File: src/rtl/event_indicator_pkg.sv
// Shared types and width helpers for the event indicator and its timer.
package event_indicator_pkg;

    typedef enum logic [1:0] {
        ST_IDLE = 2'd0,
        ST_ON   = 2'd1,
        ST_OFF  = 2'd2
    } state_t;

    function automatic int max_int(input int a, input int b);
        return (a > b) ? a : b;
    endfunction

    // Counter width for values 0..n-1, never narrower than one bit.
    function automatic int width_for(input int n);
        int w;
        w = $clog2(n);
        return (w < 1) ? 1 : w;
    endfunction

endpackage

File: src/rtl/event_indicator_timer.sv
// Loadable down-counter shared by the ON and OFF phases; holds at zero.
module interval_timer #(
    parameter int W = 4
) (
    input  logic         clk,
    input  logic         rst,
    input  logic         load,
    input  logic [W-1:0] load_value,
    input  logic         en,
    output logic [W-1:0] value,
    output logic         zero
);

    always_ff @(posedge clk) begin
        if (rst) begin
            value <= '0;
        end else if (load) begin
            value <= load_value;
        end else if (en && value != '0) begin
            value <= value - W'(1);
        end
    end

    assign zero = (value == '0);

endmodule

File: src/rtl/event_indicator.sv
// Turns single-cycle events into fixed-width indicator pulses with an enforced
// off-gap, replaying events that arrive mid-pulse from a saturating backlog.
module event_indicator
    import event_indicator_pkg::*;
#(
    parameter int ON_CYCLES        = 1000,
    parameter int OFF_CYCLES       = 1000,
    parameter int MAX_PENDING      = 3,
    parameter bit OUTPUT_WHEN_IDLE = 1'b0
) (
    input  logic clk,
    input  logic rst,
    input  logic event_in,
    output logic out,
    output logic busy,
    output logic dropped
);

    localparam int TW = width_for(max_int(ON_CYCLES, OFF_CYCLES));
    localparam int PW = $clog2(MAX_PENDING + 1);
    localparam logic [TW-1:0] ON_LOAD  = TW'(ON_CYCLES - 1);
    localparam logic [TW-1:0] OFF_LOAD = TW'(OFF_CYCLES - 1);
    localparam logic [PW-1:0] PEND_MAX = PW'(MAX_PENDING);

    state_t        state, next_state;
    logic          timer_load, timer_en, timer_zero;
    logic [TW-1:0] timer_load_value, timer_value;
    logic [PW-1:0] pending;
    logic          consume, pend_inc, pend_dec;

    interval_timer #(.W(TW)) u_timer (
        .clk        (clk),
        .rst        (rst),
        .load       (timer_load),
        .load_value (timer_load_value),
        .en         (timer_en),
        .value      (timer_value),
        .zero       (timer_zero)
    );

    always_ff @(posedge clk) begin
        if (rst) state <= ST_IDLE;
        else     state <= next_state;
    end

    always_comb begin
        next_state       = state;
        timer_load       = 1'b0;
        timer_load_value = ON_LOAD;
        timer_en         = 1'b0;
        consume          = 1'b0;
        pend_dec         = 1'b0;
        case (state)
            ST_IDLE: begin
                if (event_in) begin
                    next_state = ST_ON;
                    timer_load = 1'b1;
                    consume    = 1'b1;
                end
            end
            ST_ON: begin
                if (timer_zero) begin
                    next_state       = ST_OFF;
                    timer_load       = 1'b1;
                    timer_load_value = OFF_LOAD;
                end else begin
                    timer_en = 1'b1;
                end
            end
            ST_OFF: begin
                // Backlog is served before a fresh event so ordering holds.
                if (timer_zero) begin
                    if (pending != '0) begin
                        next_state = ST_ON;
                        timer_load = 1'b1;
                        pend_dec   = 1'b1;
                    end else if (event_in) begin
                        next_state = ST_ON;
                        timer_load = 1'b1;
                        consume    = 1'b1;
                    end else begin
                        next_state = ST_IDLE;
                    end
                end else begin
                    timer_en = 1'b1;
                end
            end
            default: next_state = ST_IDLE;
        endcase
        pend_inc = event_in && !consume;
    end

    always_ff @(posedge clk) begin
        if (rst) begin
            pending <= '0;
            out     <= OUTPUT_WHEN_IDLE;
            busy    <= 1'b0;
            dropped <= 1'b0;
        end else begin
            out     <= (next_state == ST_ON) ? ~OUTPUT_WHEN_IDLE : OUTPUT_WHEN_IDLE;
            busy    <= (next_state != ST_IDLE);
            dropped <= pend_inc && !pend_dec && (pending == PEND_MAX);
            if (pend_inc && !pend_dec && pending != PEND_MAX)
                pending <= pending + PW'(1);
            else if (pend_dec && !pend_inc)
                pending <= pending - PW'(1);
        end
    end

endmodule
File: config.mk
export PLATFORM = sky130hd
export DESIGN_NAME = event_indicator
export DESIGN_NICKNAME = d
export VERILOG_FILES = /design/src/rtl/event_indicator_pkg.sv /design/src/rtl/event_indicator_timer.sv /design/src/rtl/event_indicator.sv
export SDC_FILE = /design/constraint.sdc
export NUM_CORES = 1
export LEC_CHECK = 0
export ABC_AREA = 1
export CORE_AREA = 5 5 47 49
export CTS_BUF_LIST = sky130_fd_sc_hd__clkbuf_4
export DETAILED_ROUTE_END_ITERATION = 12
export DIE_AREA = 0 0 52 54
export MAX_ROUTING_LAYER = met4
export PLACE_DENSITY = 0.81
export SYNTH_ARGS = -nofsm -noshare
export SYNTH_HDL_FRONTEND = slang
export SYNTH_SLANG_ARGS = --single-unit
File: constraint.sdc
create_clock -name clk -period 1.8 [get_ports clk]
set_input_delay 0.36 -clock clk [delete_from_list [all_inputs] [get_ports clk]]
set_output_delay 0.36 -clock clk [all_outputs]
set_load 0.1 [all_outputs]
---- Word level (Yosys, flattened, before mapping) ----
Index checks and enable logic that the tools add are counted.
word-level totals
  register bits after elaboration ......... 17
  output and inout bits ................... 3
cells by class
  add/sub/neg operators ................... 3
  eq/ne operators ......................... 5
  muxes and demuxes ....................... 24
  reductions and logical operators ........ 18
operator list
  operator                 count
  $mux W10                 2
  $mux W1                  14
  $logic_not A10 Y1        1
  $mux W2                  5
  $reduce_bool A10 Y1      1
  $sub A10 B1 Y10 const B  1
  $reduce_bool A2 Y1       4
  $logic_and A1 B1 Y1      6
  $pmux W2 S3              1
  $eq A2 B1 Y1 const B     2
  $eq A2 B2 Y1 const B     2
  $reduce_or A2 Y1         2
  $logic_not A1 Y1         3
  $pmux W1 S3              1
  $add A2 B1 Y2 const B    1
  $logic_not A2 Y1         1
  $ne A2 B2 Y1 const B     1
  $pmux W1 S2              1
  $sub A2 B1 Y2 const B    1

---- Longest topological paths before layout ----
Gate-level depths: netlist (run 1).
  word-level depth ........................ 10
  depth in mapped cells ................... 12
  gate-level depth less buffers ........... 12

---- Hierarchy ----
A second synthesis (run 1) with hierarchy kept.
second synthesis, totals
  cells, all modules ...................... 179
  area, all modules ....................... 1183.6 um2
by module, submodules not included
  module           instances  cells an instance  area each (um2)  sequential area each (um2)
  interval_timer   1          116                758.2            200.2
  event_indicator  1          63                 425.4            140.1

---- Worst setup path before layout (run 1) ----
OpenSTA, ideal clock, no wires.
  path type ............................... register -> register
  from .................................... register u_timer.value[0]
  to ...................................... register u_timer.value[9]
  setup time .............................. 0.109 ns
  arrival time ............................ 1.291 ns
  data required time ...................... 1.691 ns
  setup slack ............................. 0.400 ns
  cell stages (with the launch flop) ...... 13
  cells stage by stage .................... dfxtp_1 > inv_1 > ha_1 > nand2_2 > nor2_2 > nand3_4 > inv_4 > nand2_2 > nand3_2 > nand2_4 > nand3_1 > nand2_1 > inv_1
between the ends
  word-level cells in the longest chain between the ends .. 5
  elaborated cells between the ends (all ways) .. 12
  those cells by class .................... add/sub (1); mux (7); reduce/logical (4)
ends and longest elaborated chain
  element                                                                  line                         RTL
  start: declaration                                                       event_indicator_timer.sv:10  output logic [W-1:0] value,
  start signal: assignment                                                 event_indicator_timer.sv:18  value <= load_value;
  start signal: assignment                                                 event_indicator_timer.sv:20  value <= value - W'(1);
  parallel branches: the longest is 5 deep, another holds $sub A10 B1 Y10  -
Parallel ways; which one is timed is not known. The select of a mux whose other input is x is not followed.
A chain may end at the register's enable or synchronous reset.

---- Worst setup path after layout (run 1) ----
Ends and elaborated chain as after synthesis.

==> flow_summary.json, run 1 <==
{
  "num_vias": 872,
  "core-area_mm2": 0.00182,
  "syn_area_mm2": 0.00100,
  "hold_path.class": "reg -> reg",
  "hpwlAfterDp_um": 1490,
  "routabilityCongestion": 0.887,
  "area_delta_synth_final_pct": 14.3,
  "tightestPinTransition_ns": 0.294,
  "post-place-ws_ns": 0.184,
  "dieHeight_um": 54,
  "routedWlPerCell_um": 10.3,
  "pwr-share-seq_pct": 45.9,
  "ys_seq_area_share_pct": 33.9,
  "cts_tree": "built",
  "port_buffers": 5,
  "relSlewSlack_pct": 80.3,
  "drtIter0Drc": 12,
  "pin_count": 6,
  "antenna_found_initial": 0,
  "syn_nets": 153,
  "synth-edff-count": 0,
  "track_usage_pct": 17.7,
  "regArea_um2": 340,
  "crit_required_ns": 1.99,
  "first_global_vias": 909,
  "crit_fanout": 9,
  "htree_levels": 1,
  "ir_drop_mv": 0.597,
  "multi_input_area_um2": 557,
  "ant_nets": 0,
  "swShare_pct": 36.0,
  "worstPathArrival_ns": 1.82,
  "clock_latency_ns": 0.29,
  "clock_skew_ns": 0.00757,
  "finalHoldViolations": 0,
  "hold_ws_ns": 0.527,
  "intPower_w": 0.000632,
  "async_flop_share_pct": 0,
  "first_pass_iters": 4,
  "num_antenna_cells": 0,
  "netlist_instances": 145,
  "finalNetCount": 163,
  "cts.hold.buffers_added": 0,
  "comb_power_share_pct": 32.1,
  "powerDensity_mw_per_mm2": 859,
  "final_cell_mix": "nand2_1 (29), inv_1 (24), nor2_1 (20)",
  "drive_gt1_share_pct": 15.6,
  "cp-end-kind": "flop",
  "power.leakage_nw": 0.592,
  "yosys_warnings": 0,
  "die_w_um": 52,
  "die-area_mm2": 0.00281,
  "grt_setup_unrepaired": "false",
  "p_sw_w": 0.000355,
  "startpoint_type": "flop",
  "drcViolationCount": 0,
  "power.total_w": 0.000986,
  "fin_tns_setup_ns": 0,
  "cts-buffers-inserted": 3,
  "final_common_cell": "nand2_1",
  "post-route-min-period_ns": 1.63,
  "n_fill_cell": 161,
  "clock_power_share_pct": 21.9,
  "cts_buffer_depth": 2,
  "max_freq_ghz": 0.613,
  "final_area_mm2": 0.00115,
  "wl_um": 1870,
  "path_class": "reg -> reg",
  "ys_seq_elements": 17,
  "slew_violations": 0,
  "finalSetupViolations": 0,
  "yosysUniqueCellTypes": 24,
  "period_share_pct": 90.6,
  "status": "finished, final reports clean",
  "placed_cell_area_mm2": 0.00112,
  "setup_slack_ns": 0.169,
  "maxCapViolations": 0,
  "clk_pin_slew_ns": 0.10,
  "start_util_pct": 55.2,
  "overflow": 0,
  "synthFlopType": "dfxtp_1",
  "fp-row-count": 16,
  "viasPerCell": 4.82,
  "grt_max_degree": 10,
  "avgSynthCellArea_um2": 6.93,
  "grt_pass1_wl_um": 3630,
  "cts-root-buf": "clkbuf_4",
  "clock-sinks": 17
}
[cell families after synthesis]
group	share of synthesized area, %
AO/OA/AOI/OAI	6.85
XOR/XNOR	2.62
adder cells (fa/ha/maj)	6.23
buffers and inverters	10.7
flip-flops	33.9
AND/OR/NAND/NOR	39.7
[flip-flops by register name (all words and copies together), names as in the netlist]
signal         cells
busy               1
out                1
u_timer.value     10
dropped            1
pending            2
state              2
[worst max-delay path, cell delays in order (launching register included)]
cell	delay (ns)
dfxtp_1	0.38
inv_1	0.06
ha_1	0.23
nand2_2	0.09
nor2_2	0.05
nand3_4	0.14
inv_4	0.06
nand2_2	0.07
nand3_2	0.09
nand2_4	0.13
nand3_1	0.09
nand2_1	0.07
inv_1	0.04
[routing by layer]
layer  wire length [um]  vias up  GRT usage, %  part of all wire (%)
met5                  0        -             -                     0
li1                   -      469             -                     -
met4                 24        0          6.99                   1.3
met2                956        8          31.8                    51
met1                845      393          18.9                    45
met3                 42        2          3.60                   2.2
[worst paths after layout]
check / start / end / slack (ns) / depth (start not counted)
max reg2reg: u_timer.value[0] / u_timer.value[9] / 0.17 / 12
min reg2reg: pending[0] / dropped / 0.53 / 2
max: u_timer.value[0] / u_timer.value[9] / 0.17 / 12
min: pending[0] / dropped / 0.53 / 2
[cells in the mapped netlist (3+ instances only)]
| master | count | area (um^2) |
|---|---|---|
| nand2_1 | 29 | 109 |
| inv_1 | 24 | 90.1 |
| nor2_1 | 20 | 75.1 |
| dfxtp_1 | 17 | 340 |
| nand3_1 | 11 | 55.1 |
| o21ai_0 | 6 | 30.0 |
| a21oi_1 | 5 | 25.0 |
| ha_1 | 5 | 62.6 |
| inv_2 | 3 | 11.3 |
| nand2_2 | 3 | 18.8 |
| nand4_1 | 3 | 18.8 |
[cell type report]
| cell class | instances | area share (%) |
|---|---|---|
| Inverter | 28 | 9.37 |
| Timing Repair Buffer | 5 | 6.97 |
| Tap cell | 27 | 2.94 |
| Multi-Input combinational cell | 100 | 48.5 |
| Sequential cell | 17 | 29.6 |
| Clock buffer | 4 | 2.61 |
[per-stage QoR]
stage                     std cells  util (%)
after detailed placement        177      61.4
after floorplan                 145         -
after global routing            181      63.0
after CTS                       181      63.0
final                           181      63.0
after global placement          177      61.4
[power groups by stage]
stage                     logic [W]  registers (W)  clock network (W)
after detailed placement   0.000316       0.000461                  0
final                      0.000317       0.000453           0.000216
after global placement     0.000306       0.000459                  0
after CTS                  0.000318       0.000453           0.000222
after global routing       0.000358       0.000459           0.000246
after floorplan            0.000214       0.000488                  0
[timing repair]
action                                  in CTS  in global routing
endpoints found under the setup margin       0                  1
gates resized for setup                      0                  1
setup buffers                                0                  0
No activity file was read; power rests on OpenSTA's default activity.
==> run 2: changes to the inputs <==
--- a/config.mk
+++ b/config.mk
@@ -6,12 +6,15 @@
 export NUM_CORES = 1
 export LEC_CHECK = 0
 export ABC_AREA = 1
-export CORE_AREA = 5 5 47 49
+export CELL_PAD_IN_SITES_DETAIL_PLACEMENT = 1
+export CELL_PAD_IN_SITES_GLOBAL_PLACEMENT = 1
+export CORE_AREA = 5 5 46 67
 export CTS_BUF_LIST = sky130_fd_sc_hd__clkbuf_4
 export DETAILED_ROUTE_END_ITERATION = 12
-export DIE_AREA = 0 0 52 54
+export DIE_AREA = 0 0 51 72
 export MAX_ROUTING_LAYER = met4
-export PLACE_DENSITY = 0.81
+export PLACE_DENSITY = 0.8
+export REMOVE_ABC_BUFFERS = 1
 export SYNTH_ARGS = -nofsm -noshare
 export SYNTH_HDL_FRONTEND = slang
 export SYNTH_SLANG_ARGS = --single-unit
==> run 2 against run 1 <==
Against the previous run:
- routed wire length rose by 20%
- sequential cell count is the same
- largest cell class unchanged
- die area is 31% higher
- worst hold slack improved by 0.0098 ns
- design area down 0.54%
- clock skew rose by 0.0021 ns
- combinational power increased by 3%
- register-to-register slack about the same
- count of clock-buffer cells in the layout shrank 1
- critical path depth shrank 2
- core utilization shrank 16 points
==> flow_summary.json, run 2 (same netlist as run 1, synthesis figures left out) <==
{
  "first_pass_iters": 3,
  "period_share_pct": 90.6,
  "crit_fanout": 8,
  "crit_required_ns": 2.00,
  "start_util_pct": 41.0,
  "fin_tns_setup_ns": 0,
  "clock_skew_ns": 0.00971,
  "area_delta_synth_final_pct": 13.7,
  "cts_resized": 0,
  "post-route-min-period_ns": 1.63,
  "hold_path.class": "reg -> reg",
  "finalNetCount": 163,
  "startpoint_type": "flop",
  "drtIter0Drc": 5,
  "cp-end-kind": "flop",
  "cts-buffers-inserted": 3,
  "drcViolationCount": 0,
  "hold_ws_ns": 0.537,
  "largest-register": "u_timer.value",
  "viasPerCell": 5.03,
  "ant_nets": 0,
  "first_global_vias": 977,
  "clock_latency_ns": 0.30,
  "cts_buffer_depth": 2,
  "powerDensity_mw_per_mm2": 864,
  "final_common_cell": "nand2_1",
  "regArea_um2": 340,
  "port_buffers": 5,
  "cts_setup_buffers": 0,
  "status": "finished, final reports clean",
  "clk_pin_slew_ns": 0.11,
  "top_regs": "u_timer.value x10, pending x2, state x2",
  "htree_levels": 1,
  "max_freq_ghz": 0.614,
  "relSlewSlack_pct": 78.0,
  "dieHeight_um": 72,
  "maxCapViolations": 0,
  "cts-root-buf": "clkbuf_4",
  "use_met3_pct": 2.26,
  "fp-row-count": 22,
  "use_met1_pct": 14.8,
  "path_class": "reg -> reg",
  "n_fill_cell": 322,
  "tightestPinTransition_ns": 0.327,
  "clock-sinks": 17,
  "routedWlPerCell_um": 12.6,
  "wl_um": 2250,
  "grt_max_degree": 11,
  "core-area_mm2": 0.00245,
  "num_vias": 896,
  "cts_tree": "built",
  "grt_setup_unrepaired": "false",
  "drive_gt1_share_pct": 15.6,
  "grt_pass1_wl_um": 4180,
  "finalHoldViolations": 0,
  "pin_count": 6,
  "hpwlAfterDp_um": 1900,
  "power.leakage_nw": 0.591,
  "r2r_slack_ns": 0.17,
  "final_cell_mix": "nand2_1 (29), inv_1 (24), nor2_1 (20)",
  "track_usage_pct": 15.2,
  "ir_drop_mv": 0.489,
  "num_antenna_cells": 0,
  "use_met2_pct": 27.7,
  "grt-busiest-layer": "met2",
  "cts.hold.buffers_added": 0,
  "finalSetupViolations": 0,
  "overflow": 0,
  "antenna_found_initial": 0,
  "die_w_um": 51,
  "routabilityCongestion": 0.786,
  "multi_input_area_um2": 557,
  "die-area_mm2": 0.00367,
  "worstPathArrival_ns": 1.83,
  "slew_violations": 0,
  "largest_reg_flops": 10
}
==> run 2: cell count changes in the layout (fill, tap and decap cells not counted) <==
cell and change:
o21ai_0 +1, clkinv_2 +1, o21ai_1 -1, clkbuf_4 -1
==> run 2: worst paths after layout <==
path                      end              from  cells past startpoint
max          u_timer.value[9]  u_timer.value[0]                     10
min                   dropped        pending[1]                      2
max reg2reg  u_timer.value[9]  u_timer.value[0]                     10
min reg2reg           dropped        pending[1]                      2
==> run 2: power by group <==
group / switching (W) / internal [W]
clock: 0.000125 / 0.0000828
combinational: 0.000209 / 0.000116
sequential: 0.0000395 / 0.000414
total: 0.000374 / 0.000613
==> run 2: per-layer routing <==
metal  routed length (um)  up-vias
li1                     -      470
met1                  871      408
met2                 1250       10
met3                   45        8
met4                   77        0
met5                    0        -
==> run 2: cell type report <==
class,instances,share of cell area [%]
Multi-Input combinational cell,100,48.7
Sequential cell,17,29.8
Inverter,28,9.42
Timing Repair Buffer,5,7.01
Tap cell,24,2.63
Clock buffer,3,1.97
Clock inverter,1,0.438
==> run 2: per-stage QoR <==
step	instance area (um^2)	std cells	setup WS [ns]	total power [W]	util, %
2_1_floorplan	1000	145	0.400	0.000702	-
3_3_place_gp	1110	174	0.208	0.000776	45.5
3_5_place_dp	1110	174	0.164	0.000791	45.5
4_1_cts	1140	178	0.123	0.00100	46.6
5_1_grt	1140	178	0.00214	0.00107	46.6
6_report	1140	178	0.170	0.000987	46.6
==> run 2: critical path, stage by stage (launching register included) <==
cell     delay, ns
dfxtp_1       0.38
inv_1         0.06
ha_1          0.23
nand2_2       0.11
nor2_2        0.05
nand3_4       0.14
nand4_1       0.17
o21ai_0       0.21
nand3_1       0.09
nand2_1       0.06
inv_1         0.04
